==> config.mk <==
export PLATFORM = sky130hd
export DESIGN_NAME = rv32_mem_arbiter
export DESIGN_NICKNAME = d
export VERILOG_FILES = /design/src/rtl/rv32_mem_pkg.sv /design/src/rtl/rv32_starve_counter.sv /design/src/rtl/rv32_mem_arbiter.sv
export SDC_FILE = /design/constraint.sdc
export NUM_CORES = 1
export LEC_CHECK = 0
export ABC_AREA = 0
export CAP_MARGIN = 20
export CORE_AREA = 2 2 104 106
export DETAILED_ROUTE_END_ITERATION = 8
export DIE_AREA = 0 0 106 108
export DONT_BUFFER_PORTS = 1
export MAX_ROUTING_LAYER = met4
export SYNTH_ARGS = -nofsm -noshare
export SYNTH_HDL_FRONTEND = slang
export SYNTH_HIERARCHICAL = 1
export SYNTH_SLANG_ARGS = --single-unit
export TNS_END_PERCENT = 10
==> constraint.sdc <==
create_clock -name clk -period 5.4 [get_ports clk]
set_clock_uncertainty 0.1 [all_clocks]
set_input_delay 0.54 -clock clk [delete_from_list [all_inputs] [get_ports clk]]
set_output_delay 0.54 -clock clk [all_outputs]
set_load 0.05 [all_outputs]
==> src/rtl/rv32_mem_pkg.sv <==
// Shared types and default widths for the unified instruction/data memory arbiter.
package rv32_mem_pkg;

  localparam int unsigned RV32_ADDR_W = 32;
  localparam int unsigned RV32_DATA_W = 32;

  typedef enum logic [1:0] {
    OWN_NONE,
    OWN_I,
    OWN_D
  } mem_owner_t;

endpackage

==> src/rtl/rv32_starve_counter.sv <==
// Saturating wait counter: counts consecutive denied fetch cycles and flags the limit.
module rv32_starve_counter #(
  parameter int unsigned LIMIT = 4
) (
  input  logic clk,
  input  logic rst_n,
  input  logic clr,
  input  logic inc,
  output logic at_limit
);

  localparam int unsigned CNT_W = $clog2(LIMIT + 1);

  logic [CNT_W-1:0] cnt_q;
  logic [CNT_W-1:0] cnt_d;

  always_comb begin
    cnt_d = cnt_q;
    if (clr) begin
      cnt_d = '0;
    end else if (inc && (cnt_q != CNT_W'(LIMIT))) begin
      cnt_d = cnt_q + CNT_W'(1);
    end
  end

  always_ff @(posedge clk or negedge rst_n) begin
    if (!rst_n) begin
      cnt_q <= '0;
    end else begin
      cnt_q <= cnt_d;
    end
  end

  assign at_limit = (cnt_q == CNT_W'(LIMIT));

endmodule

==> src/rtl/rv32_mem_arbiter.sv <==
// Shares one single-ported synchronous RAM between fetch and load/store ports:
// data-over-fetch priority with a starvation override, and read-return routing.
module rv32_mem_arbiter
  import rv32_mem_pkg::*;
#(
  parameter int unsigned ADDR_W       = RV32_ADDR_W,
  parameter int unsigned DATA_W       = RV32_DATA_W,
  parameter int unsigned STARVE_LIMIT = 4
) (
  input  logic              clk,
  input  logic              rst_n,
  input  logic              i_req,
  input  logic [ADDR_W-1:0] i_addr,
  output logic              i_gnt,
  output logic              i_rvalid,
  output logic [DATA_W-1:0] i_rdata,
  input  logic              d_req,
  input  logic              d_read,
  input  logic [ADDR_W-1:0] d_addr,
  input  logic [DATA_W-1:0] d_wdata,
  output logic              d_gnt,
  output logic              d_rvalid,
  output logic [DATA_W-1:0] d_rdata,
  output logic              conflict,
  output logic              mem_enable,
  output logic              mem_read,
  output logic [ADDR_W-1:0] mem_addr,
  output logic [DATA_W-1:0] mem_wdata,
  input  logic [DATA_W-1:0] mem_rdata
);

  mem_owner_t owner_q;
  mem_owner_t owner_d;
  logic       force_i;
  logic       gnt_i_raw;
  logic       gnt_d_raw;
  logic       en_raw;

  rv32_starve_counter #(
    .LIMIT (STARVE_LIMIT)
  ) u_starve (
    .clk      (clk),
    .rst_n    (rst_n),
    .clr      (!i_req || gnt_i_raw),
    .inc      (i_req && !gnt_i_raw),
    .at_limit (force_i)
  );

  // Grant decision, memory mux and response-owner next state.
  always_comb begin
    gnt_d_raw = 1'b0;
    gnt_i_raw = 1'b0;
    en_raw    = 1'b0;
    mem_read  = 1'b1;
    mem_addr  = '0;
    mem_wdata = '0;
    owner_d   = OWN_NONE;

    gnt_d_raw = d_req && !(force_i && i_req);
    gnt_i_raw = i_req && !gnt_d_raw;

    if (gnt_d_raw) begin
      en_raw    = 1'b1;
      mem_read  = d_read;
      mem_addr  = d_addr;
      mem_wdata = d_wdata;
      owner_d   = d_read ? OWN_D : OWN_NONE;
    end else if (gnt_i_raw) begin
      en_raw    = 1'b1;
      mem_addr  = i_addr;
      owner_d   = OWN_I;
    end
  end

  always_ff @(posedge clk or negedge rst_n) begin
    if (!rst_n) begin
      owner_q <= OWN_NONE;
    end else begin
      owner_q <= owner_d;
    end
  end

  // Reset masks the externally visible handshakes without touching flopped paths.
  assign d_gnt      = gnt_d_raw && rst_n;
  assign i_gnt      = gnt_i_raw && rst_n;
  assign mem_enable = en_raw && rst_n;
  assign conflict   = i_req && d_req;

  assign i_rvalid = (owner_q == OWN_I);
  assign d_rvalid = (owner_q == OWN_D);
  assign i_rdata  = i_rvalid ? mem_rdata : '0;
  assign d_rdata  = d_rvalid ? mem_rdata : '0;

endmodule

==> impl_metrics.yaml <==
setup_path:
  r2r_cells: 6
  cp_max_fanout: 46
  worst-setup-path-type: "reg -> out"
  cp-start-kind: "flip-flop"
  worst_ep_required_time_ns: 4.76
  regToRegSetupSlack_ns: 3.16
  crit_path_end_kind: "output pin"
  critical_path.reg2reg.startpoint: "u_starve/cnt_q[0]"
  worst_ep_arrival_time_ns: 2.70
  rr_endpoint: "owner_q[1]"
grt:
  grt_max_degree: 47
  gr-usage-all-layers: 0.132
  grt_antenna_before_repair: 7
  via_count_of_the_first_global_routing_pass: 1266
  globalRouteOverflowTotal: 0
  grt_first_pass_wirelength_mm: 9.99
floorplan:
  starting_density: 0.138
  area_of_the_core_region_um2: 10200
  die_w_um: 106
  die_area_um2: 11400
  die_h_um: 108
  placementRows: 37
  number_of_placed_i_o_pins: 268
timing:
  final.setup.worst_slack_ns: 2.06
  totalNegativeSetupSlack_ns: 0
  report.final.setup_viol: 0
  report.final.slew_viol_count: 0
  fin_crit_ns: 3.34
  relSlewSlack: 0.562
  worst-slew-pin-transition_ns: 0.657
  rsz_0062_raised_after_global_routing: "no"
  maxClockFrequency_ghz: 0.299
  hold_violations: 0
  post-route-period-util: 0.619
clock_network:
  cts_hold_buffers: 1
  cts.sink_count: 5
  cts_resized: 0
  clock_path_buffers: 2
  cts.htree.levels: 1
  post-cts-setup-buffer-count: 0
  cts.clk_slew.worst_paths_ns: 0.04
  tritoncts: "done"
  clock_root_buffer: "clkbuf_8"
  worstSkewPairLatency_ns: 0.23
  cts_inserted_buffers: 3
flow_run:
  timing.max_cap.violations: 0
hold_path:
  worstHoldStart: "d_read"
  min_to: "owner_q[1]"
  type_of_the_worst_min_delay_path: "in -> reg"
  min_delay_path_depth: 1
routing:
  drtPass1Iterations: 4
  via_count: 1457
  via_per_inst: 4.67
  drt_iter0_markers: 55
  routed_wire_length_per_instance_um: 26.3
  routed_wl_mm: 8.21
  drt_drc_violations_left: 0
  antenna_left: 0
place:
  port_buffers: 0
  post-place-ws_ns: 2.28
  globalplace.congestion: 0.837
pwr:
  ir_worst_vdd_mv: 0.0639
  swShare: 0.658
  seqPwrFrac: 0.108
  power.share.clock: 0.198
  total_switching_power_w: 0.000242
  p_per_area_nw_per_um2: 239
  power_frac_comb: 0.695
  power.internal_w: 0.000126
  p_leak_nw: 0.555
logic_synthesis:
  synth_fa_ha_area_frac: 0.0177
  synth_top_family_by_area: "simple AND/OR/NAND/NOR gates"
  yosysWarningCount: 6
  synth_area_um2: 1410
  yosys.area_share.xor_xnor: 0
  synth_compound_gate_area_share: 0.257
  synth_area_in_simple_gates: 0.506
  synth_seq_cells: 5
  synth_nets: 317
  syn-instance-count: 182
  post_synth_num_cell_types: 22
  synth.area.mux_share: 0.0177
  synthesis.area_per_instance_um2: 7.76
  register_area_share_after_synthesis: 0.0886
cells_and_area:
  fillCellCount: 1164
  syn2layout_area_growth_pct: 8.68
  drive_above_1_share: 0.0706
  count_of_nets_after_finishing: 306
status:
  outcome: "finished clean"
-- worst max-delay path, cell delays in order, from the launching register on --
cell and delay [ns]:
dfrtp_1 0.39, inv_1 0.07, ha_1 0.24, and2_1 0.24, a21boi_4 0.50, buf_4 0.45, and2_1 0.57
-- layer usage --
layer / GRT usage / part of all wire / wire [µm] / vias up
met5: - / 0 / 0 / -
met4: 0.0385 / 0.017 / 136 / 0
met3: 0.0657 / 0.13 / 1110 / 10
met2: 0.238 / 0.52 / 4260 / 168
met1: 0.124 / 0.33 / 2700 / 662
li1: - / - / - / 617
-- layout by cell type (no fill, tap or decap), drive strengths merged --
cell type / synthesis / routed
mux2: 1 / 1
a32o: 32 / 32
buf: 11 / 4
nor2b: 3 / 3
o21a: 1 / 1
dfrtp: 5 / 5
nor3: 1 / 1
nand2b: 5 / 5
inv: 2 / 2
dlygate4sd3: 0 / 1
and3: 1 / 1
and2b: 1 / 1
diode: 0 / 6
and2: 101 / 101
ha: 2 / 2
nor2: 1 / 1
mux2i: 1 / 1
and4b: 1 / 1
a21boi: 2 / 2
clkbuf: 10 / 4
a21oi: 1 / 1
-- cells in the mapped netlist --
cell type	instances	area share
clkbuf_1	7	0.019
nand2b_1	5	0.022
and2b_1	1	0.0053
a21oi_1	1	0.0035
mux2i_1	1	0.0071
clkbuf_2	3	0.011
inv_1	2	0.0053
o21a_1	1	0.0053
mux2_4	1	0.011
a21boi_2	1	0.0080
nor3_1	1	0.0035
nor2_1	1	0.0027
dfrtp_1	5	0.089
nor2b_1	3	0.013
a32o_1	32	0.23
and2_1	101	0.45
and3_1	1	0.0044
a21boi_4	1	0.013
buf_6	9	0.072
ha_1	2	0.018
and4b_1	1	0.0071
buf_2	2	0.0071
-- sequential cells by signal (all words and copies together) (netlist names) --
| signal | cells |
|---|---|
| u_starve/cnt_q | 3 |
| owner_q | 2 |
-- power groups by stage --
stage / Combinational [W] / Clock [W] / Sequential (W)
after floorplan: 0.000252 / 0 / 0.0000397
after global placement: 0.000254 / 0 / 0.0000399
after detailed placement: 0.000256 / 0 / 0.0000401
after CTS: 0.000257 / 0.0000747 / 0.0000396
after global routing: 0.000262 / 0.0000790 / 0.0000398
final: 0.000255 / 0.0000727 / 0.0000396
-- cell type report --
| type | instances | area (µm²) | area share |
|---|---|---|---|
| multi-input combinational | 154 | 1130 | 0.738 |
| inverter | 2 | 7.51 | 0.00489 |
| sequential | 5 | 125 | 0.0815 |
| tap | 136 | 170 | 0.111 |
| antenna | 6 | 15.0 | 0.00978 |
| timing repair buffer | 5 | 40.0 | 0.0261 |
| clock buffer | 4 | 45.0 | 0.0293 |
-- how the worst max path moves through the flow --
stage,from,cells after the start,endpoint
after floorplan,u_starve/cnt_q[0],7,mem_addr[10]
after global placement,u_starve/cnt_q[0],6,d_gnt
after detailed placement,u_starve/cnt_q[0],6,d_gnt
after CTS,u_starve/cnt_q[0],6,d_gnt
after global routing,u_starve/cnt_q[0],6,d_gnt
final,u_starve/cnt_q[0],6,d_gnt
-- stage by stage --
stage / instances / power (W) / hold WS [ns] / instance area (µm²) / util
finish: 312 / 0.000367 / 0.341 / 1540 / 0.150
global route: 312 / 0.000381 / 0.338 / 1540 / 0.150
CTS: 306 / 0.000372 / 0.338 / 1520 / 0.149
detailed placement: 301 / 0.000296 / 0.145 / 1470 / 0.143
global placement: 301 / 0.000294 / 0.145 / 1470 / 0.143
floorplan: 182 / 0.000291 / 0.144 / 1410 / -
-- cell families (layout without fill, tap and decap cells) --
kind of cell | after synthesis | in the layout
buf+inv | 23 | 11
fa+ha+maj | 2 | 2
simple gates | 114 | 114
mux | 2 | 2
flops | 5 | 5
other cells | 0 | 6
compound gates | 36 | 36
Note: power is estimated with default switching activity, not from simulation.
